### src/rtl/accel_poll_ctrl.sv
// Accelerometer poll controller: issues one MODE write, waits for the sensor
// to settle, then reads X/Y/Z in a fixed order. Each round is published
// together as one sign-extended sample set. Rounds repeat every PERIOD_CYC
// cycles while enable is held high.
module accel_poll_ctrl #(
    parameter logic [6:0] DEV_ADDR    = 7'h4C,
    parameter int         SETTLE_CYC  = 2000,
    parameter int         PERIOD_CYC  = 48000,
    parameter int         MAX_RETRY   = 3,
    parameter int         ALERT_RETRY = 3
) (
    input  logic       clk,
    input  logic       rst_n,
    input  logic       enable,
    output logic       txn_req,
    output logic       txn_rw,
    output logic [6:0] txn_dev,
    output logic [7:0] txn_reg,
    output logic [7:0] txn_wdata,
    input  logic       txn_done,
    input  logic       txn_nack,
    input  logic [7:0] txn_rdata,
    output logic [7:0] xout,
    output logic [7:0] yout,
    output logic [7:0] zout,
    output logic       data_valid,
    output logic       busy,
    output logic       err
);

    localparam int CNT_MAX = (SETTLE_CYC > PERIOD_CYC) ? SETTLE_CYC : PERIOD_CYC;
    localparam int CNT_W   = $clog2(CNT_MAX + 1);
    localparam int RTY_W   = $clog2(MAX_RETRY + 1) + 1;
    localparam int ALT_W   = $clog2(ALERT_RETRY + 1) + 1;

    localparam logic [1:0] AX_X = 2'd0;
    localparam logic [1:0] AX_Y = 2'd1;
    localparam logic [1:0] AX_Z = 2'd2;

    typedef enum logic [2:0] {IDLE, CFG_REQ, SETTLE, RD_REQ, PERIOD, ERROR} state_t;

    state_t                    state, state_nxt;
    logic                      req_nxt, rw_nxt, dv_nxt, err_nxt;
    logic        [7:0]         reg_nxt, wdata_nxt;
    logic        [1:0]         axis, axis_nxt;
    logic        [CNT_W-1:0]   cnt, cnt_nxt;
    logic        [RTY_W-1:0]   retry_cnt, retry_nxt;
    logic        [ALT_W-1:0]   alert_cnt, alert_nxt;
    logic signed [7:0]         x_sh, y_sh, x_sh_nxt, y_sh_nxt;
    logic        [7:0]         xout_nxt, yout_nxt, zout_nxt;
    logic signed [7:0]         sample;
    logic                      rdata_unused;

    // The sensor returns a 6-bit two's-complement value; bit 6 is Alert, bit 7 is don't-care.
    function automatic logic signed [7:0] sext6(input logic [7:0] d);
        return {d[5], d[5], d[5:0]};
    endfunction

    assign sample       = sext6(txn_rdata);
    assign rdata_unused = txn_rdata[7];
    assign txn_dev      = DEV_ADDR;
    assign busy         = (state != IDLE);

    // Next-state and next-output decode; a done pulse only counts while a request is up.
    always_comb begin
        state_nxt = state;
        req_nxt   = txn_req;
        rw_nxt    = txn_rw;
        reg_nxt   = txn_reg;
        wdata_nxt = txn_wdata;
        axis_nxt  = axis;
        cnt_nxt   = '0;
        retry_nxt = retry_cnt;
        alert_nxt = alert_cnt;
        err_nxt   = err;
        dv_nxt    = 1'b0;
        x_sh_nxt  = x_sh;
        y_sh_nxt  = y_sh;
        xout_nxt  = xout;
        yout_nxt  = yout;
        zout_nxt  = zout;

        case (state)
            IDLE: begin
                if (enable) begin
                    state_nxt = CFG_REQ;
                    err_nxt   = 1'b0;
                    retry_nxt = '0;
                    alert_nxt = '0;
                    axis_nxt  = AX_X;
                end
            end

            CFG_REQ, RD_REQ: begin
                if (!txn_req) begin
                    // Request slot free: start (or restart) the transaction unless told to stop.
                    if (!enable) begin
                        state_nxt = IDLE;
                    end else begin
                        req_nxt = 1'b1;
                        if (state == CFG_REQ) begin
                            rw_nxt    = 1'b0;
                            reg_nxt   = 8'h07;
                            wdata_nxt = 8'h01;
                        end else begin
                            rw_nxt    = 1'b1;
                            reg_nxt   = {6'b0, axis};
                            wdata_nxt = 8'h00;
                        end
                    end
                end else if (txn_done) begin
                    req_nxt = 1'b0;
                    if (!enable) begin
                        // Partial round: finish the bus cycle but publish nothing.
                        state_nxt = IDLE;
                    end else if (txn_nack) begin
                        if (retry_cnt == RTY_W'(MAX_RETRY)) begin
                            state_nxt = ERROR;
                            err_nxt   = 1'b1;
                        end else begin
                            retry_nxt = retry_cnt + 1'b1;
                        end
                    end else begin
                        retry_nxt = '0;
                        if (state == CFG_REQ) begin
                            alert_nxt = '0;
                            state_nxt = SETTLE;
                        end else if (txn_rdata[6]) begin
                            // Alert: sample unreliable, re-read the same axis.
                            if (alert_cnt == ALT_W'(ALERT_RETRY)) begin
                                state_nxt = ERROR;
                                err_nxt   = 1'b1;
                            end else begin
                                alert_nxt = alert_cnt + 1'b1;
                            end
                        end else begin
                            alert_nxt = '0;
                            case (axis)
                                AX_X: begin
                                    x_sh_nxt = sample;
                                    axis_nxt = AX_Y;
                                end
                                AX_Y: begin
                                    y_sh_nxt = sample;
                                    axis_nxt = AX_Z;
                                end
                                default: begin
                                    xout_nxt  = x_sh;
                                    yout_nxt  = y_sh;
                                    zout_nxt  = sample;
                                    dv_nxt    = 1'b1;
                                    axis_nxt  = AX_X;
                                    state_nxt = PERIOD;
                                end
                            endcase
                        end
                    end
                end
            end

            SETTLE: begin
                if (!enable) begin
                    state_nxt = IDLE;
                end else if (cnt == CNT_W'(SETTLE_CYC - 1)) begin
                    state_nxt = RD_REQ;
                    axis_nxt  = AX_X;
                end else begin
                    cnt_nxt = cnt + 1'b1;
                end
            end

            PERIOD: begin
                if (!enable) begin
                    state_nxt = IDLE;
                end else if (cnt == CNT_W'(PERIOD_CYC - 1)) begin
                    state_nxt = RD_REQ;
                    axis_nxt  = AX_X;
                end else begin
                    cnt_nxt = cnt + 1'b1;
                end
            end

            ERROR: begin
                req_nxt = 1'b0;
                if (!enable) state_nxt = IDLE;
            end

            default: state_nxt = IDLE;
        endcase
    end

    // State, handshake and sample registers; reset drops any request in flight.
    always_ff @(posedge clk) begin
        if (!rst_n) begin
            state      <= IDLE;
            txn_req    <= 1'b0;
            txn_rw     <= 1'b0;
            txn_reg    <= 8'h00;
            txn_wdata  <= 8'h00;
            axis       <= AX_X;
            cnt        <= '0;
            retry_cnt  <= '0;
            alert_cnt  <= '0;
            err        <= 1'b0;
            data_valid <= 1'b0;
            x_sh       <= '0;
            y_sh       <= '0;
            xout       <= 8'h00;
            yout       <= 8'h00;
            zout       <= 8'h00;
        end else begin
            state      <= state_nxt;
            txn_req    <= req_nxt;
            txn_rw     <= rw_nxt;
            txn_reg    <= reg_nxt;
            txn_wdata  <= wdata_nxt;
            axis       <= axis_nxt;
            cnt        <= cnt_nxt;
            retry_cnt  <= retry_nxt;
            alert_cnt  <= alert_nxt;
            err        <= err_nxt;
            data_valid <= dv_nxt;
            x_sh       <= x_sh_nxt;
            y_sh       <= y_sh_nxt;
            xout       <= xout_nxt;
            yout       <= yout_nxt;
            zout       <= zout_nxt;
        end
    end

endmodule
### config.mk
export PLATFORM = sky130hd
export DESIGN_NAME = accel_poll_ctrl
export DESIGN_NICKNAME = d
export VERILOG_FILES = /design/src/rtl/accel_poll_ctrl.sv
export SDC_FILE = /design/constraint.sdc
export NUM_CORES = 1
export LEC_CHECK = 0
export ABC_AREA = 1
export BUFFER_PORTS_ARGS = -buffer_cell sky130_fd_sc_hd__buf_2
export CORE_MARGIN = 3
export CORE_UTILIZATION = 45
export DETAILED_ROUTE_END_ITERATION = 12
export PLACE_DENSITY = 0.76
export SLEW_MARGIN = 10
export SYNTH_ARGS = -nofsm -noshare
export SYNTH_HDL_FRONTEND = slang
export SYNTH_SLANG_ARGS = --single-unit
### constraint.sdc
create_clock -name clk -period 2.03 [get_ports clk]
set_input_delay 0.406 -clock clk [delete_from_list [all_inputs] [get_ports clk]]
set_output_delay 0.406 -clock clk [all_outputs]
set_load 0.02 [all_outputs]
Word-level counts from Yosys, hierarchy flattened
Index checks and enable logic that the tools add are counted.
{"block": "op_classes", "add_sub_neg": 3, "reduce_logical": 18, "n_mux": 67, "bitwise_logic": 9, "eq_ne": 33}
{"op": "2-to-1 mux 3 bit", "count": 29}
{"op": "2-to-1 mux 16 bit", "count": 4}
{"op": "case mux 16 bit (2 select lines)", "count": 1}
{"op": "inequality test 3 bit, second input constant", "count": 8}
{"op": "AND reduction 8 bit", "count": 3}
{"op": "2-to-1 mux 2 bit", "count": 11}
{"op": "inequality test 2 bit, second input constant", "count": 11}
{"op": "adder 16 x 1 -> 16 bit, second input constant", "count": 1}
{"op": "== test 16 x 11 -> 1 bit, second input constant", "count": 1}
{"op": "== test 16 bit, second input constant", "count": 1}
{"op": "2-to-1 mux 1 bit", "count": 15}
{"op": "case mux 3 bit (5 select lines)", "count": 1}
{"op": "inequality test 7 bit, second input constant", "count": 2}
{"op": "AND reduction 7 bit", "count": 2}
{"op": "== test 3 x 2 -> 1 bit, second input constant", "count": 4}
{"op": "case mux 3 bit (2 select lines)", "count": 2}
{"op": "AND reduction 12 bit", "count": 1}
{"op": "inverter 1 bit", "count": 9}
{"op": "AND reduction 9 bit", "count": 1}
{"op": "case mux 2 bit (4 select lines)", "count": 1}
{"op": "OR reduction 8 bit", "count": 1}
{"op": "adder 3 x 1 -> 3 bit, second input constant", "count": 2}
{"op": "== test 3 bit, second input constant", "count": 2}
{"op": "AND reduction 6 bit", "count": 1}
{"op": "13 further kinds", "count": 16}
{"block": "word_totals", "input_bits": 13, "out_inout_bits": 52, "reg_bits": 77, "elab_cells": 146}

Logic depth before layout (Yosys ltp)
{"block": "logic_depth", "depth_word": 10, "ltp_mapped": 12, "ltp_nobuf": 12}

Worst setup path before layout
Ideal clock, no wire load.
{"block": "synth_timing", "path_kind": "register to register", "startpoint": "reg txn_req", "endpoint": "reg xout[5]", "setup_slack_ns": 0.505, "n_path_buf": 1, "setup_time_ns": 0.116, "t_arrival_ns": 1.409, "stages_incl_launch_ff": 9, "period_less_slack_ns": 1.525, "required_ns": 1.914, "path_cell_list": "dfxtp_1 nand2_1 inv_1 nand3_2 nor3_4 inv_2 buf_6 nor2_1 nor2_1"}
{"block": "synth_between", "elab_chain_len": 1}
{"item": "start, declared", "line_no": "15", "rtl": "output logic txn_req,"}
{"item": "start signal, assigned", "line_no": "213", "rtl": "txn_req <= req_nxt;"}
{"item": "AND reduction 8 bit (no source line)"}
{"item": "end signal, assigned", "line_no": "225", "rtl": "xout <= xout_nxt;"}
{"item": "end, declared", "line_no": "23", "rtl": "output logic [7:0] xout,"}
No other way between the ends.
A chain may end at the register's enable or synchronous reset.

Worst setup path in the final report
{"block": "layout_timing", "startpoint": "reg state[1]", "endpoint": "out busy"}
{"block": "layout_between", "elab_chain_len": 1}
{"item": "start, declared", "line_no": "42", "rtl": "state_t state, state_nxt;"}
{"item": "start signal, assigned", "line_no": "212", "rtl": "state <= state_nxt;"}
{"item": "nonzero test 3 bit", "line_no": "62", "rtl": "assign busy = (state != IDLE);"}
{"item": "end, declared", "line_no": "27", "rtl": "output logic busy,"}
No other way between the ends.

==> results.md <==
Route:
- The first detailed-routing pass ran for 4 iterations.
- The number of DRC markers after the initial detailed-route iteration is approximately 160.
- In the routed design, unresolved DRC markers number 0.
- The total number of vias is between 2000 and 3000.
- The post-detailed-route count of antenna-violating nets is 0.
- In the final routed layout, each cell accounts on average for approximately 12 um.
- The aggregate routed wire length is approximately 6500 um.
- Using the TritonRoute via totals, the vias-per-cell ratio works out to between 4 and 5.

Clock tree:
- The count of buffers added by post-CTS timing repair for setup is 0.
- The longest clock path from root to sink contains 2 buffers.
- The total number of H-tree levels is 3.
- Hold repair after CTS inserted 0 buffers.
- The number of clock buffers inserted by TritonCTS is 9.
- TritonCTS built the clock tree.
- The number of gates resized after CTS was 0.
- Clock-pin slew was measured on the worst setup and hold paths at ~0.080 ns.
- CTS placed an instance of clkbuf_8 at the clock tree root.
- For the worst-skew pair, the clock arrives at the later sink with an insertion delay of 0.35 ns.
- For this design, the sink count on the clock tree is 64.

Final layout:
- In the final layout, the share of cells above drive strength 1 is approximately 16%.
- The register with the most flip-flops in the layout has 16 of them.
- The final layout net count is about 500.
- The count of fill cells added during filler insertion is 644.
- The finished layout holds ~570 standard cells, fillers aside.
- The area taken by flip-flops and latches is roughly 1300 um2.
- Counting flops per register, the top entry is cnt.
- From synthesis to final layout, the design area changed by 11.6%.
- 0 antenna diodes ended up in the layout.
- The area used by multi-input combinational logic is between 1000 and 1500 um2.
- The cell area after layout is 3480 um2.
- The final core utilization is a little over half.

Logic synthesis:
- The fraction of the mapped netlist area in simple logic gates is roughly a quarter.
- The gate count after technology mapping is between 400 and 500.
- The netlist uses 30 different library cells.
- Yosys attributes the largest share of cell area to dfxtp_1 (41%), nor2_1 (11%), nand2_1 (7.0%), o21ai_0 (6.7%), buf_4 (6.3%).
- In this run, synthesis produced a sequential element count of 64.
- By area, the combinational part of the netlist is dominated by simple AND/OR/NAND/NOR gates.
- Summing every instance area after synthesis gives 3120 um2.
- The share of synthesized area in the top cell type comes to 41.0%.
- The sequential fraction of the synthesis area is approximately two fifths.
- The multiplexer share of the synthesized area is 0%.
- dfxtp_1 takes more of the synthesized area than any other cell.
- The xor/xnor share of the synthesized area is 1.40%.
- Summing the areas of all compound-gate instances in the mapped netlist gives roughly 14% of the synthesized area.
- Yosys printed 0 warnings.
- Summing the areas of all fa, ha and maj instances in the mapped netlist gives under 10% of the synthesized area.
- A synthesized cell averages about 7.1 um2.

Setup path:
- The destination of the worst register-to-register timing path is y_sh[2].
- Data on the critical path arrives at its endpoint at about 1.5 ns.
- The endpoint kind of the worst setup timing path is an output pin.
- The category of the worst setup path launch point is a flop.
- The largest fanout on the critical path is 7.
- The slack of the worst reg-to-reg path is between 0.2 and 0.3 ns.
- The reg-to-reg startpoint is state[1].
- The kind of critical path is flop to output pin.
- The depth of the worst register-to-register path is 8.
- STA puts the critical path data required time at roughly 1.6 ns.

Floorplanning:
- The die is slightly below 90 um tall.
- Pin placement for this block handled between 60 and 70 I/O pins.
- After floorplanning, the core was sized to cover roughly 6500 um2.
- The total die area is approximately 8000 um2.
- The floorplan step set the die width to around 89 um.
- The floorplan has 29 rows.
- The effective utilization at floorplan is roughly 48%.

Status:
- The flow ran to the end, and the final reports show no timing, DRC or antenna violations.

Timing:
- For the final routed database, the setup TNS stands at 0 ns.
- For the finished layout, the period the worst path requires is roughly 1.9 ns.
- The count of endpoints failing hold in the final timing report is 0.
- The final period utilization is about 93%.
- The number of endpoints failing setup at the final stage is 0.
- The smallest hold slack is ~0.32 ns.
- For this run, the top clock speed supported by timing is ~0.53 GHz.
- Setup repair after global routing left no endpoint under its margin.
- The count of final max-slew check failures is 0.
- The setup skew after layout is slightly below 0.007 ns.

Power:
- The clock network fraction of total power is roughly 33%.
- The leakage power of the design is between 1.5 and 2 nW.
- The analysis attributes to net switching a power of between 1 and 1.5 mW.
- The part of the power in combinational logic is 25.6%.
- The power density over the cells is about 990 nW/um2.
- The maximum resistive drop on vdd is ~600 uV.
- The net switching share of the total power is a little over a third.
- The internal power of the cells totals 2.19 mW.
- The share of total power dissipated in sequential elements is 41.6%.

Worst hold path:
- The worst hold path passes through 3 cells.
- In this run the most critical hold path is launched from txn_rdata[0].
- The worst min-delay path class is primary input to flop.
- For hold timing, the worst endpoint is zout[0].

Global routing:
- The first-pass GRT wire length is around 11000 um.
- After global routing the overflow that remains totals 0.
- The largest net degree at the start of global routing is 42.
- The number of global-route vias before repair came to 2542.
- The initial antenna violation count is 0.
- The total global routing track utilization is between 10% and 20%.

Place:
- Counting tap cells, the placed design contains a total of between 500 and 600 instances.
- Port buffering added between 40 and 50 buffers.
- The HPWL after detailed placement is ~4700 um.
- At the end of routability-driven placement, the weighted congestion stood at 0.902.
- The area after detailed placement is 3280 um2.

Run:
- The number of maximum-capacitance constraint violations is 0.
-- kinds of logic after synthesis --
logic type	after synthesis
xor+xnor	5
flops	64
compound gates	83
buf+inv	87
simple gates	195
other cells	2
fa+ha+maj	5
-- cells in the final DEF (no fill, tap or decap) --
master      netlist  final
o21a_1            1      1
nor2_4            1      1
xor2_1            4      4
nor3_1           11     11
nor2_1           93     92
nand2_2           3      3
clkinvlp_4        0      2
clkbuf_8          0      9
nand3_2           1      1
bufinv_16         0      1
ha_1              5      5
buf_4            26      4
nor2_2            1      2
xnor2_1           1      1
nand2_1          58     58
o211ai_1          2      2
conb_1            2     19
nand3_1          18     18
a31oi_1           4      4
inv_1            48     48
o31ai_1           1      1
nor3_4            1      1
dfxtp_1          64     64
nand3b_1          1      1
clkinv_4          0      2
a211oi_2          1      1
o21ai_0          42     42
inv_6             0      2
o21bai_1          1      1
buf_2             0     44
nand4_1           6      6
a21oi_1          31     31
nor3b_2           1      1
inv_2             5      5
-- area by class of cell --
cell class,instances,share of cell area [%]
Multi-Input combinational cell,307,41.7
Sequential cell,64,36.8
Timing Repair Buffer,48,7.18
Inverter,53,5.71
Clock buffer,9,3.56
Tap cell,77,2.77
Clock inverter,7,2.30
-- cells in the mapped netlist --
cell,instances
a21oi_1,31
nand3_1,18
a31oi_1,4
o21a_1,1
xor2_1,4
nor3_1,11
o31ai_1,1
nor2_2,1
nor3b_2,1
a211oi_2,1
buf_6,4
nand4_1,6
nand3_2,1
dfxtp_1,64
clkbuf_1,4
nor2_1,93
conb_1,2
o21bai_1,1
o211ai_1,2
nand2_1,58
inv_1,48
nand3b_1,1
nor3_4,1
xnor2_1,1
o21ai_0,42
nand2_2,3
inv_2,5
buf_4,26
nor2_4,1
ha_1,5
-- power by group through the flow --
stage	combinational, mW	clock [mW]	sequential, mW
floorplan	0.670	0	1.48
global placement	0.847	0	1.46
detailed placement	0.865	0	1.46
CTS	0.873	1.14	1.43
global route	1.02	1.19	1.45
finish	0.883	1.13	1.44
-- stage by stage --
step | power (mW) | setup slack, ns
CTS | 3.45 | 0.0808
detailed placement | 2.33 | 0.315
floorplan | 2.15 | 0.505
global route | 3.66 | 0.0371
global placement | 2.30 | 0.348
finish | 3.45 | 0.148
-- layer usage --
metal	share of wire, %	vias to the layer above	track usage [%]
met1	46	1271	22.2
met2	47	80	28.3
met3	6.0	9	5.81
met4	1.3	0	6.36
li1	-	1451	-
met5	0	-	0
-- worst max-delay path by stage --
stage                   end  slack (ns)  startpoint  cells after the start
CTS                    busy        0.08    state[1]                      5
floorplan           xout[5]        0.51     txn_req                      8
detailed placement  cnt[13]        0.31      cnt[0]                      9
finish                 busy        0.15    state[1]                      5
global route           busy        0.04    state[1]                      5
global placement    cnt[13]        0.35      cnt[0]                      9
-- worst max-delay path: stages, from the launching register on --
cell and delay, ns:
dfxtp_1 0.40, inv_1 0.21, nand2_1 0.11, nor2_2 0.18, inv_1 0.07, buf_2 0.16
Power figures use the tool's default switching activity.
